$ cat src/rtl/cacheline_adaptor.sv
// Bridges a 256-bit cache line port to a 64-bit burst memory bus (4 beats per line).
// Optional mid-burst idle timeout is enabled by defining CLADAPT_TIMEOUT_EN.
module cacheline_adaptor #(
  parameter int BURST_W = 64,
  parameter int BEATS   = 4
`ifdef CLADAPT_TIMEOUT_EN
  , parameter int TIMEOUT_CYCLES = 255
`endif
) (
  input  logic                       clk,
  input  logic                       rst,
  input  logic [BURST_W*BEATS-1:0]   line_i,
  output logic [BURST_W*BEATS-1:0]   line_o,
  input  logic [31:0]                address_i,
  input  logic                       read_i,
  input  logic                       write_i,
  output logic                       resp_o,
  output logic                       err_o,
  input  logic [BURST_W-1:0]         burst_i,
  output logic [BURST_W-1:0]         burst_o,
  output logic [31:0]                address_o,
  output logic                       read_o,
  output logic                       write_o,
  input  logic                       resp_i
);

  localparam int         LINE_W = BURST_W * BEATS;
  localparam logic [1:0] LAST   = 2'(BEATS - 1);

  typedef enum logic [1:0] {IDLE = 2'd0, RD = 2'd1, WR = 2'd2, DONE = 2'd3} state_t;

  state_t              r_state, w_state_nxt;
  logic [1:0]          r_cnt, w_cnt_nxt, w_cnt_inc;
  logic [LINE_W-1:0]   r_line, w_line_nxt;
  logic [LINE_W-1:0]   r_line_o, w_line_o_nxt;
  logic [BURST_W-1:0]  r_burst_o, w_burst_nxt;
  logic [31:0]         r_addr_o, w_addr_nxt;
  logic                r_read_o, w_read_nxt;
  logic                r_write_o, w_write_nxt;
  logic                r_resp_o, w_resp_nxt;
  logic                r_err_o, w_err_nxt;
  logic                w_timeout;
  logic                w_unused_addr;

  assign w_cnt_inc     = r_cnt + 2'd1;
  assign w_unused_addr = ^address_i[4:0];

`ifdef CLADAPT_TIMEOUT_EN
  logic [7:0] r_idle;

  // Idle counter: runs only mid-burst, cleared by every memory strobe.
  always_ff @(posedge clk) begin
    if (rst)
      r_idle <= 8'd0;
    else if ((r_state == RD || r_state == WR) && !resp_i)
      r_idle <= r_idle + 8'd1;
    else
      r_idle <= 8'd0;
  end

  assign w_timeout = (r_state == RD || r_state == WR) && !resp_i &&
                     (r_idle == 8'(TIMEOUT_CYCLES - 1));
`else
  assign w_timeout = 1'b0;
`endif

  always_ff @(posedge clk) begin
    if (rst) begin
      r_state   <= IDLE;
      r_cnt     <= 2'd0;
      r_line    <= '0;
      r_line_o  <= '0;
      r_burst_o <= '0;
      r_addr_o  <= 32'd0;
      r_read_o  <= 1'b0;
      r_write_o <= 1'b0;
      r_resp_o  <= 1'b0;
      r_err_o   <= 1'b0;
    end else begin
      r_state   <= w_state_nxt;
      r_cnt     <= w_cnt_nxt;
      r_line    <= w_line_nxt;
      r_line_o  <= w_line_o_nxt;
      r_burst_o <= w_burst_nxt;
      r_addr_o  <= w_addr_nxt;
      r_read_o  <= w_read_nxt;
      r_write_o <= w_write_nxt;
      r_resp_o  <= w_resp_nxt;
      r_err_o   <= w_err_nxt;
    end
  end

  always_comb begin
    w_state_nxt = r_state;
    case (r_state)
      IDLE: begin
        if (write_i)      w_state_nxt = WR;
        else if (read_i)  w_state_nxt = RD;
        else              w_state_nxt = IDLE;
      end
      RD, WR: begin
        if ((resp_i && r_cnt == LAST) || w_timeout) w_state_nxt = DONE;
        else                                        w_state_nxt = r_state;
      end
      DONE:    w_state_nxt = IDLE;
      default: w_state_nxt = IDLE;
    endcase
  end

  // Next values of the registered outputs; write wins when both requests are high.
  always_comb begin
    w_cnt_nxt    = r_cnt;
    w_line_nxt   = r_line;
    w_line_o_nxt = r_line_o;
    w_burst_nxt  = r_burst_o;
    w_addr_nxt   = r_addr_o;
    w_read_nxt   = r_read_o;
    w_write_nxt  = r_write_o;
    w_resp_nxt   = 1'b0;
    w_err_nxt    = 1'b0;
    case (r_state)
      IDLE: begin
        if (write_i) begin
          w_addr_nxt  = {address_i[31:5], 5'd0};
          w_line_nxt  = line_i;
          w_burst_nxt = line_i[BURST_W-1:0];
          w_write_nxt = 1'b1;
          w_cnt_nxt   = 2'd0;
        end else if (read_i) begin
          w_addr_nxt  = {address_i[31:5], 5'd0};
          w_read_nxt  = 1'b1;
          w_cnt_nxt   = 2'd0;
        end else begin
          w_cnt_nxt   = 2'd0;
        end
      end
      RD: begin
        if (resp_i) begin
          w_line_o_nxt[r_cnt*BURST_W +: BURST_W] = burst_i;
          w_cnt_nxt = w_cnt_inc;
          if (r_cnt == LAST) begin
            w_read_nxt = 1'b0;
            w_resp_nxt = 1'b1;
          end else begin
            w_read_nxt = 1'b1;
          end
        end else if (w_timeout) begin
          w_read_nxt = 1'b0;
          w_resp_nxt = 1'b1;
          w_err_nxt  = 1'b1;
          w_cnt_nxt  = 2'd0;
        end else begin
          w_read_nxt = 1'b1;
        end
      end
      WR: begin
        if (resp_i) begin
          w_cnt_nxt = w_cnt_inc;
          if (r_cnt == LAST) begin
            w_write_nxt = 1'b0;
            w_resp_nxt  = 1'b1;
          end else begin
            w_burst_nxt = r_line[w_cnt_inc*BURST_W +: BURST_W];
          end
        end else if (w_timeout) begin
          w_write_nxt = 1'b0;
          w_resp_nxt  = 1'b1;
          w_err_nxt   = 1'b1;
          w_cnt_nxt   = 2'd0;
        end else begin
          w_write_nxt = 1'b1;
        end
      end
      DONE: begin
        w_resp_nxt = 1'b0;
      end
      default: begin
        w_read_nxt  = 1'b0;
        w_write_nxt = 1'b0;
      end
    endcase
  end

  assign line_o    = r_line_o;
  assign burst_o   = r_burst_o;
  assign address_o = r_addr_o;
  assign read_o    = r_read_o;
  assign write_o   = r_write_o;
  assign resp_o    = r_resp_o;
  assign err_o     = r_err_o;

endmodule

$ cat config.mk
export PLATFORM = sky130hd
export DESIGN_NAME = cacheline_adaptor
export DESIGN_NICKNAME = d
export VERILOG_FILES = /design/src/rtl/cacheline_adaptor.sv
export SDC_FILE = /design/constraint.sdc
export NUM_CORES = 1
export LEC_CHECK = 0
export CAP_MARGIN = 10
export CORE_AREA = 2 2 275 277
export DETAILED_ROUTE_END_ITERATION = 10
export DIE_AREA = 0 0 277 279
export DONT_BUFFER_PORTS = 1
export PLACE_DENSITY = 0.49
export SYNTH_ARGS = -nofsm -noshare
export SYNTH_HDL_FRONTEND = slang
export SYNTH_SLANG_ARGS = --single-unit
$ cat constraint.sdc
create_clock -name clk -period 2.9 [get_ports clk]
set_input_delay 0.725 -clock clk [delete_from_list [all_inputs] [get_ports clk]]
set_output_delay 0.725 -clock clk [all_outputs]
set_load 0.005 [all_outputs]
; ---- After elaboration in Yosys (flattened, before gate mapping)
; Index checks and enable logic that the tools add are counted.
[op_classes]
n_addsub = 2
eq_ne = 12
shifts = 3
muxes = 23
n_bitwise = 2
n_reduce_logical = 15
[op_table]
columns = cell, n
row1 = 256-bit bitwise mux, 1
row2 = "64-bit by 34-bit variable shift with 256-bit output, first input constant", 1
row3 = 256-bit by 9-bit variable part select with 64-bit output, 1
row4 = 64-bit by 34-bit variable part select with 256-bit output, 1
row5 = 64-bit two-way mux, 3
row6 = 64-bit one-hot mux with 2 select lines, 1
row7 = 32-bit two-way mux, 2
row8 = 8-bit negation with 34-bit output, 1
row9 = "2-bit != test, second input constant", 5
row10 = 1-bit two-way mux, 9
row11 = 2-bit AND reduction, 4
row12 = 2-bit nonzero test, 4
row13 = "2-bit equality test, second input constant", 3
row14 = 2-bit two-way mux, 3
row15 = 2-bit one-hot mux with 3 select lines, 1
row16 = 3-bit AND reduction, 2
row17 = "2-bit by 1-bit != test with 1-bit output, second input constant", 2
row18 = 1-bit one-hot mux with 2 select lines, 2
row19 = 2-bit one-hot mux with 2 select lines, 1
row20 = 4-bit AND reduction, 1
row21 = "3-bit != test, second input constant", 1
row22 = 3-bit OR reduction, 1
row23 = "2-bit by 1-bit adder with 2-bit output, second input constant", 1
row24 = "2-bit by 1-bit equality test with 1-bit output, second input constant", 1
row25 = other kinds (4), 5
[totals]
register_bits = 615
output_inout_bits = 356
wordCells = 66

; ---- Logic depth before layout (Yosys ltp)
; Gate-level depths: netlist of run 1.
[logic_depth]
depth_word = 5
ltp_mapped = 9

; ---- Worst setup path after synthesis of run 1
; OpenSTA, ideal clock, no wires.
[synth_path]
kind = register to register
from = reg r_cnt[0]
to = reg r_burst_o[22], in the netlist burst_o[22]
setup_time_ns = 0.132
t_arrival_ns = 1.885
setup_slack_ns = 0.883
stages_incl_launch_ff = 10
path_buffers = 3
path_cell_list = dfxtp_1 -> buf_2 -> inv_2 -> ha_1 -> nand2b_1 -> buf_2 -> clkbuf_1 -> o22ai_1 -> a211oi_1 -> nor3_1
[synth_via]
elab_chain_len = 5
[synth_lines]
columns = item, line
row1 = start: declaration, 33  ; logic [1:0] r_cnt, w_cnt_nxt, w_cnt_inc;
row2 = start signal: assignment, 81  ; r_cnt <= w_cnt_nxt;
row3 = 2-bit by 1-bit adder with 2-bit output, 45  ; assign w_cnt_inc = r_cnt + 2'd1;
row4 = 256-bit by 9-bit variable part select with 64-bit output, 163  ; w_burst_nxt = r_line[w_cnt_inc*BURST_W +: BURST_W];
row5 = 64-bit two-way mux, 159  ; if (r_cnt == LAST) begin
row6 = 64-bit two-way mux, 157  ; if (resp_i) begin
row7 = 64-bit one-hot mux with 2 select lines, 121  ; case (r_state)
row8 = end signal: assignment, 84  ; r_burst_o <= w_burst_nxt;
row9 = end: declaration, 36  ; logic [BURST_W-1:0] r_burst_o, w_burst_nxt;
; Several ways; a longest one is shown, not always the timed one. The select of a mux whose other input is x is not followed.
; A chain may end at the register's enable or synchronous reset.

; ---- Final worst setup path of run 1
[layout_path]
from = reg r_cnt[0]
to = reg r_burst_o[44], in the netlist burst_o[44]
; Same word-level chain as after synthesis.

==> results.py, run 1 <==
metrics = {
    "sta": {
        "rsz0062_at_grt": "no",
        "finalHoldViolations": 0,
        "period_needed_ns": 2.44,
        "setup_tns_ns": 0,
        "slew_violations": 0,
        "worstMarginPinSlew_ns": 1.46,
        "timing.final.ws_setup_ns": 0.462,
        "max_freq_ghz": 0.410,
        "slew_headroom_pct": 2.66,
        "setup_viol_count_final": 0,
        "fin_worst_skew_ns": 0.0177,
        "timing.final.crit_share_pct": 84.1,
    },
    "die": {
        "core_area_um2": 74100,
        "initial_core_util_pct": 31.0,
        "die_w_um": 277,
        "die_area_um2": 77300,
        "dieHeight_um": 279,
        "io-pin-count": 713,
        "rows": 100,
    },
    "synthesis": {
        "ys_warn_count": 0,
        "synthFlopType": "dfxtp_1",
        "ys_seq_area_share_pct": 53.3,
        "ys_seq_elements": 610,
        "synth.distinct_cells": 36,
        "synthCells": 2659,
        "synth_edf_count": 0,
        "syn_avg_cell_area_um2": 8.62,
        "synth_area_um2": 22900,
        "synthArstFlopShare_pct": 0,
    },
    "critical_path": {
        "critPathLaunch": "r_cnt[0]$_SDFFE_PP0P_",
        "crit_fanout": 29,
        "cp-start-kind": "register",
        "crit-reg2reg-launch": "r_cnt[0]$_SDFFE_PP0P_",
        "r2r_slack_ns": 0.46,
        "worstRegToRegCells": 7,
        "worstReg2RegEnd": "burst_o[44]$_SDFFE_PP0P_",
        "crit_type": "register to register",
        "setup.worst_path.end": "burst_o[44]$_SDFFE_PP0P_",
        "crit_arrival_ns": 2.86,
        "crit_path_end_kind": "register",
        "required_ns": 3.33,
    },
    "clock_network": {
        "cts.path.max_buffers": 3,
        "hold_buffers": 0,
        "cts_setup_buffers": 0,
        "cts_tree": "built",
        "ctsHtreeMaxLevel": 3,
        "cts_resized": 0,
        "root_buffer": "clkbuf_16",
        "numCtsBuffers": 71,
        "clkLatencyLatePin_ns": 0.61,
        "cts_sinks": 610,
        "clk_pin_slew_ns": 0.06,
    },
    "global_routing": {
        "grt_use_total_pct": 19.9,
        "grt-ovfl-total": 0,
        "grt_first_pass_wirelength_mm": 119,
        "grt_antenna_before_repair": 3,
        "grt_pass1_vias": 18300,
        "grt_max_degree": 611,
    },
    "pwr": {
        "power_density_nw_per_um2": 965,
        "ir_drop_v": 0.000466,
        "leakage_nw": 8.96,
        "total_power_mw": 25.2,
    },
    "layout": {
        "final_common_cell": "dfxtp_1",
        "drive_gt1_share_pct": 6.75,
        "nets": 2908,
        "final_cell_mix": "609 x dfxtp_1, 570 x nand2_1, 326 x nor2_1",
        "syn_to_final_growth_pct": 13.9,
    },
    "flow_run": {
        "maxCapViolations": 0,
    },
    "detailed_routing": {
        "first_iter_violations": 1279,
        "drc": 0,
        "ant_nets": 0,
        "dr.pass1.iters": 6,
        "vias_per_cell": 5.32,
        "vias": 19000,
        "avgRoutedWirePerCell_um": 22.7,
        "drt_wl_total_mm": 81.0,
    },
    "status": {
        "status": "finished, final reports clean",
    },
    "placement": {
        "dp_slack_ns": 0.470,
        "port_buffers": 0,
        "gp_congestion": 0.847,
        "place_hpwl_mm": 53.7,
    },
    "worst_hold_path": {
        "min_path_type": "input pin to register",
    },
}
[critical path: stages (launching register included)]
cell and delay, ns:
dfxtp_4 0.41, inv_2 0.10, ha_1 0.47, nand2b_4 0.56
buf_4 0.29, o22ai_1 0.08, a211oi_1 0.23, nor3_1 0.08
[cell usage after synthesis (9+ instances only)]
library cell | instances | area (um2)
ha_1 | 10 | 125
a22oi_1 | 256 | 1920
buf_2 | 64 | 320
nand2_1 | 572 | 2150
nor3_1 | 65 | 325
buf_6 | 12 | 135
nor2_1 | 326 | 1220
dfxtp_1 | 610 | 12200
mux2i_1 | 129 | 1290
clkbuf_1 | 148 | 556
a21oi_1 | 288 | 1440
buf_4 | 9 | 67.6
o22ai_1 | 64 | 400
a211oi_1 | 63 | 473
[report_power, final]
group	total [mW]	switching, mW	internal, mW
clock network	8.86	3.63	5.23
logic	5.76	3.70	2.06
registers	10.6	0.951	9.62
total	25.2	8.28	16.9
[flip-flops by register name (all words and copies together) (netlist names)]
signal,flops
burst_o,64
read_o,1
write_o,1
r_state,2
r_line,256
line_o,256
r_cnt,2
address_o,27
resp_o,1
[metrics by stage]
step | util (%) | area, um2 | cells | hold WS (ns)
2_1_floorplan | - | 22900 | 2664 | 0.436
3_3_place_gp | 32.1 | 23800 | 3437 | 0.441
3_5_place_dp | 32.1 | 23800 | 3437 | 0.442
4_1_cts | 35.2 | 26100 | 3562 | 0.193
5_1_grt | 35.2 | 26100 | 3564 | 0.178
6_report | 35.2 | 26100 | 3564 | 0.225
[kinds of logic (layout without fill, tap and decap cells)]
group,Yosys count,after routing,share of synthesized area (%)
AOI/OAI and AO/OA,679,679,18.8
adders and majority gates,10,10,0.546
buffers and inverters,245,174,4.90
DFF,610,610,53.3
muxes,130,130,5.68
other,1,8,0.0164
and+or+nand+nor,984,984,16.8
[how the worst min path moves through the flow]
stage / end / cells after the start / slack, ns / startpoint
floorplan: r_line[100]$_SDFFE_PP0P_ / 2 / 0.44 / r_line[100]$_SDFFE_PP0P_
global placement: r_line[19]$_SDFFE_PP0P_ / 2 / 0.44 / r_line[19]$_SDFFE_PP0P_
detailed placement: r_line[242]$_SDFFE_PP0P_ / 2 / 0.44 / r_line[242]$_SDFFE_PP0P_
CTS: line_o[115]$_SDFFE_PP0P_ / 1 / 0.19 / rst
global route: line_o[179]$_SDFFE_PP0P_ / 1 / 0.18 / rst
finish: line_o[115]$_SDFFE_PP0P_ / 1 / 0.23 / rst
[cell type report]
cell class                 instances  area, um2
antenna                            2       5.00
clock buffer                     101       2050
clock inverter                    24        269
fill                            7715      48000
inverter                           5       18.8
multi-input combinational       1809       9680
sequential                       610      12200
tap                              969       1210
timing repair buffer              44        656
[layer usage]
metal	GRT usage [%]	up-vias	share of wire (%)
met2	34.3	718	50
met4	7.86	2	3.6
met5	0	-	0.017
li1	-	8930	-
met3	7.23	169	9.1
met1	22.3	9133	38
Power figures use the tool's default switching activity.
==> inputs of run 2 (changes only) <==
--- a/config.mk
+++ b/config.mk
@@ -10,7 +10,7 @@
 export DETAILED_ROUTE_END_ITERATION = 10
 export DIE_AREA = 0 0 277 279
 export DONT_BUFFER_PORTS = 1
-export PLACE_DENSITY = 0.49
+export PLACE_DENSITY = 0.5
 export SYNTH_ARGS = -nofsm -noshare
 export SYNTH_HDL_FRONTEND = slang
 export SYNTH_SLANG_ARGS = --single-unit
==> constraint.sdc (replaced) <==
create_clock -name clk -period 2.1 [get_ports clk]
set_input_delay 0.525 -clock clk [delete_from_list [all_inputs] [get_ports clk]]
set_output_delay 0.525 -clock clk [all_outputs]
set_load 0.005 [all_outputs]
==> results.py, run 2 (synthesis gave the netlist of run 1 again) <==
metrics = {
    "status": {
        "status": "finished, violations left",
        "violations": "slew limit",
    },
    "die": {
        "core_area_um2": 74100,
        "rows": 100,
        "die_w_um": 277,
        "initial_core_util_pct": 31.0,
        "io-pin-count": 713,
        "die_area_um2": 77300,
        "dieHeight_um": 279,
    },
    "global_routing": {
        "grt-ovfl-total": 0,
        "grt_max_degree": 603,
        "grt_antenna_before_repair": 7,
        "grt_pass1_vias": 18100,
        "grt_use_total_pct": 19.7,
        "grt_first_pass_wirelength_mm": 118,
    },
    "layout": {
        "fillers": 7570,
        "final_cell_mix": "608 x dfxtp_1, 570 x nand2_1, 326 x nor2_1",
        "syn_to_final_growth_pct": 15.5,
        "drive_gt1_share_pct": 7.72,
        "fin_area_um2": 26500,
        "final_common_cell": "dfxtp_1",
        "nets": 2932,
    },
    "pwr": {
        "leakage_nw": 9.14,
        "power_density_nw_per_um2": 1340,
        "ir_drop_v": 0.000641,
    },
    "critical_path": {
        "crit_path_end_kind": "register",
        "critPathLaunch": "r_cnt[0]$_SDFFE_PP0P_",
        "path_depth": 5,
        "slowest_stage": "mux2i_1",
        "r2r_slack_ns": 0.05,
        "crit_fanout": 77,
        "crit_arrival_ns": 2.48,
        "path_cells": "buf_12 -> mux2i_1 -> o22ai_1 -> a211oi_1 -> nor3_1",
        "required_ns": 2.53,
        "crit_buf_inv": 1,
        "crit-reg2reg-launch": "r_cnt[0]$_SDFFE_PP0P_",
        "worstReg2RegEnd": "burst_o[37]$_SDFFE_PP0P_",
        "worstRegToRegCells": 5,
        "crit_type": "register to register",
        "cp_top_family": "compound AO/OA/AOI/OAI gates",
        "cpPeakStageDelay_ns": 0.45,
        "cp-start-kind": "register",
        "setup.worst_path.end": "burst_o[37]$_SDFFE_PP0P_",
    },
    "clock_network": {
        "clkLatencyLatePin_ns": 0.61,
        "numCtsBuffers": 71,
        "cts_sinks": 610,
        "cts.path.max_buffers": 3,
        "ctsHtreeMaxLevel": 3,
        "clk_pin_slew_ns": 0.06,
        "root_buffer": "clkbuf_16",
        "cts_tree": "built",
    },
    "placement": {
        "dp_slack_ns": 0.0130,
        "gp_congestion": 0.847,
        "place_hpwl_mm": 53.5,
        "dpl-instance-area_um2": 23900,
        "port_buffers": 0,
    },
    "detailed_routing": {
        "drc": 0,
        "vias_per_cell": 5.34,
        "vias": 19200,
        "drt_wl_total_mm": 82.6,
        "avgRoutedWirePerCell_um": 23.0,
        "first_iter_violations": 1572,
        "ant_nets": 0,
        "dr.pass1.iters": 6,
    },
    "worst_hold_path": {
        "worstHoldStart": "line_i[98]",
        "min_path_type": "input pin to register",
    },
    "sta": {
        "max_freq_ghz": 0.488,
        "timing.final.ws_setup_ns": 0.0509,
        "finalHoldViolations": 0,
        "setup_viol_count_final": 0,
        "hold_ws_ns": 0.0450,
        "worstMarginPinSlew_ns": 1.56,
        "rsz0062_at_grt": "yes",
        "period_needed_ns": 2.05,
        "slew_headroom_pct": -4.27,
        "fin_worst_skew_ns": 0.0243,
        "slew_violations": 90,
        "timing.final.crit_share_pct": 97.6,
    },
    "flow_run": {
        "maxCapViolations": 0,
    },
}
run 2: layer usage:
layer	global-route usage [%]	part of all wire [%]	wire, um	vias up
met5	0	0	0	-
met4	9.57	4.1	3420	0
met3	7.01	9.4	7740	169
met2	33.4	49	40500	815
met1	22.0	37	30900	9188
li1	-	-	-	8978
run 2: repair_timing:
action,in CTS,in global routing
setup buffers,0,2
resized for setup,0,19
endpoints found under the setup margin,0,297
endpoints found under the hold margin,7,0
hold buffers,2,0
run 2: worst reg2reg max path: stages (launching register included):
cell and delay (ns):
dfxtp_4 0.40, buf_12 0.42, mux2i_1 0.51, o22ai_1 0.13, a211oi_1 0.33, nor3_1 0.10
run 2: where the power goes:
part	switching (mW)	internal [mW]	total, mW
Combinational	5.26	3.22	8.48
Sequential	1.29	13.3	14.6
Clock	5.03	7.30	12.3
Total	11.6	23.8	35.4
run 2: area by class of cell:
class	count	area [um2]	area share (%)
antenna	5	12.5	0.0473
clock buffer	99	2030	7.68
clock inverter	24	299	1.13
inverter	5	18.8	0.0709
multi-input combinational	1809	9710	36.7
sequential	610	12200	46.1
tap	969	1210	4.58
timing repair buffer	68	973	3.68
run 2: worst min path at each step:
stage                          endpoint  slack, ns  depth (start not counted)
6_report        r_line[98]$_SDFFE_PP0P_       0.05                          2
4_1_cts         r_line[39]$_SDFFE_PP0P_      0.003                          2
3_3_place_gp    r_line[30]$_SDFFE_PP0P_       0.44                          2
2_1_floorplan  r_line[100]$_SDFFE_PP0P_       0.44                          2
5_1_grt        r_line[149]$_SDFFE_PP0P_       0.02                          2
3_5_place_dp   r_line[246]$_SDFFE_PP0P_       0.45                          2
run 2: metrics by stage:
stage | power (mW) | setup TNS (ns) | cells | util [%]
finish | 35.4 | 0 | 3589 | 35.7
global route | 37.3 | -0.220 | 3588 | 35.7
CTS | 35.6 | 0 | 3577 | 35.5
detailed placement | 23.2 | 0 | 3452 | 32.3
global placement | 23.0 | 0 | 3452 | 32.3
floorplan | 20.1 | 0 | 2664 | -
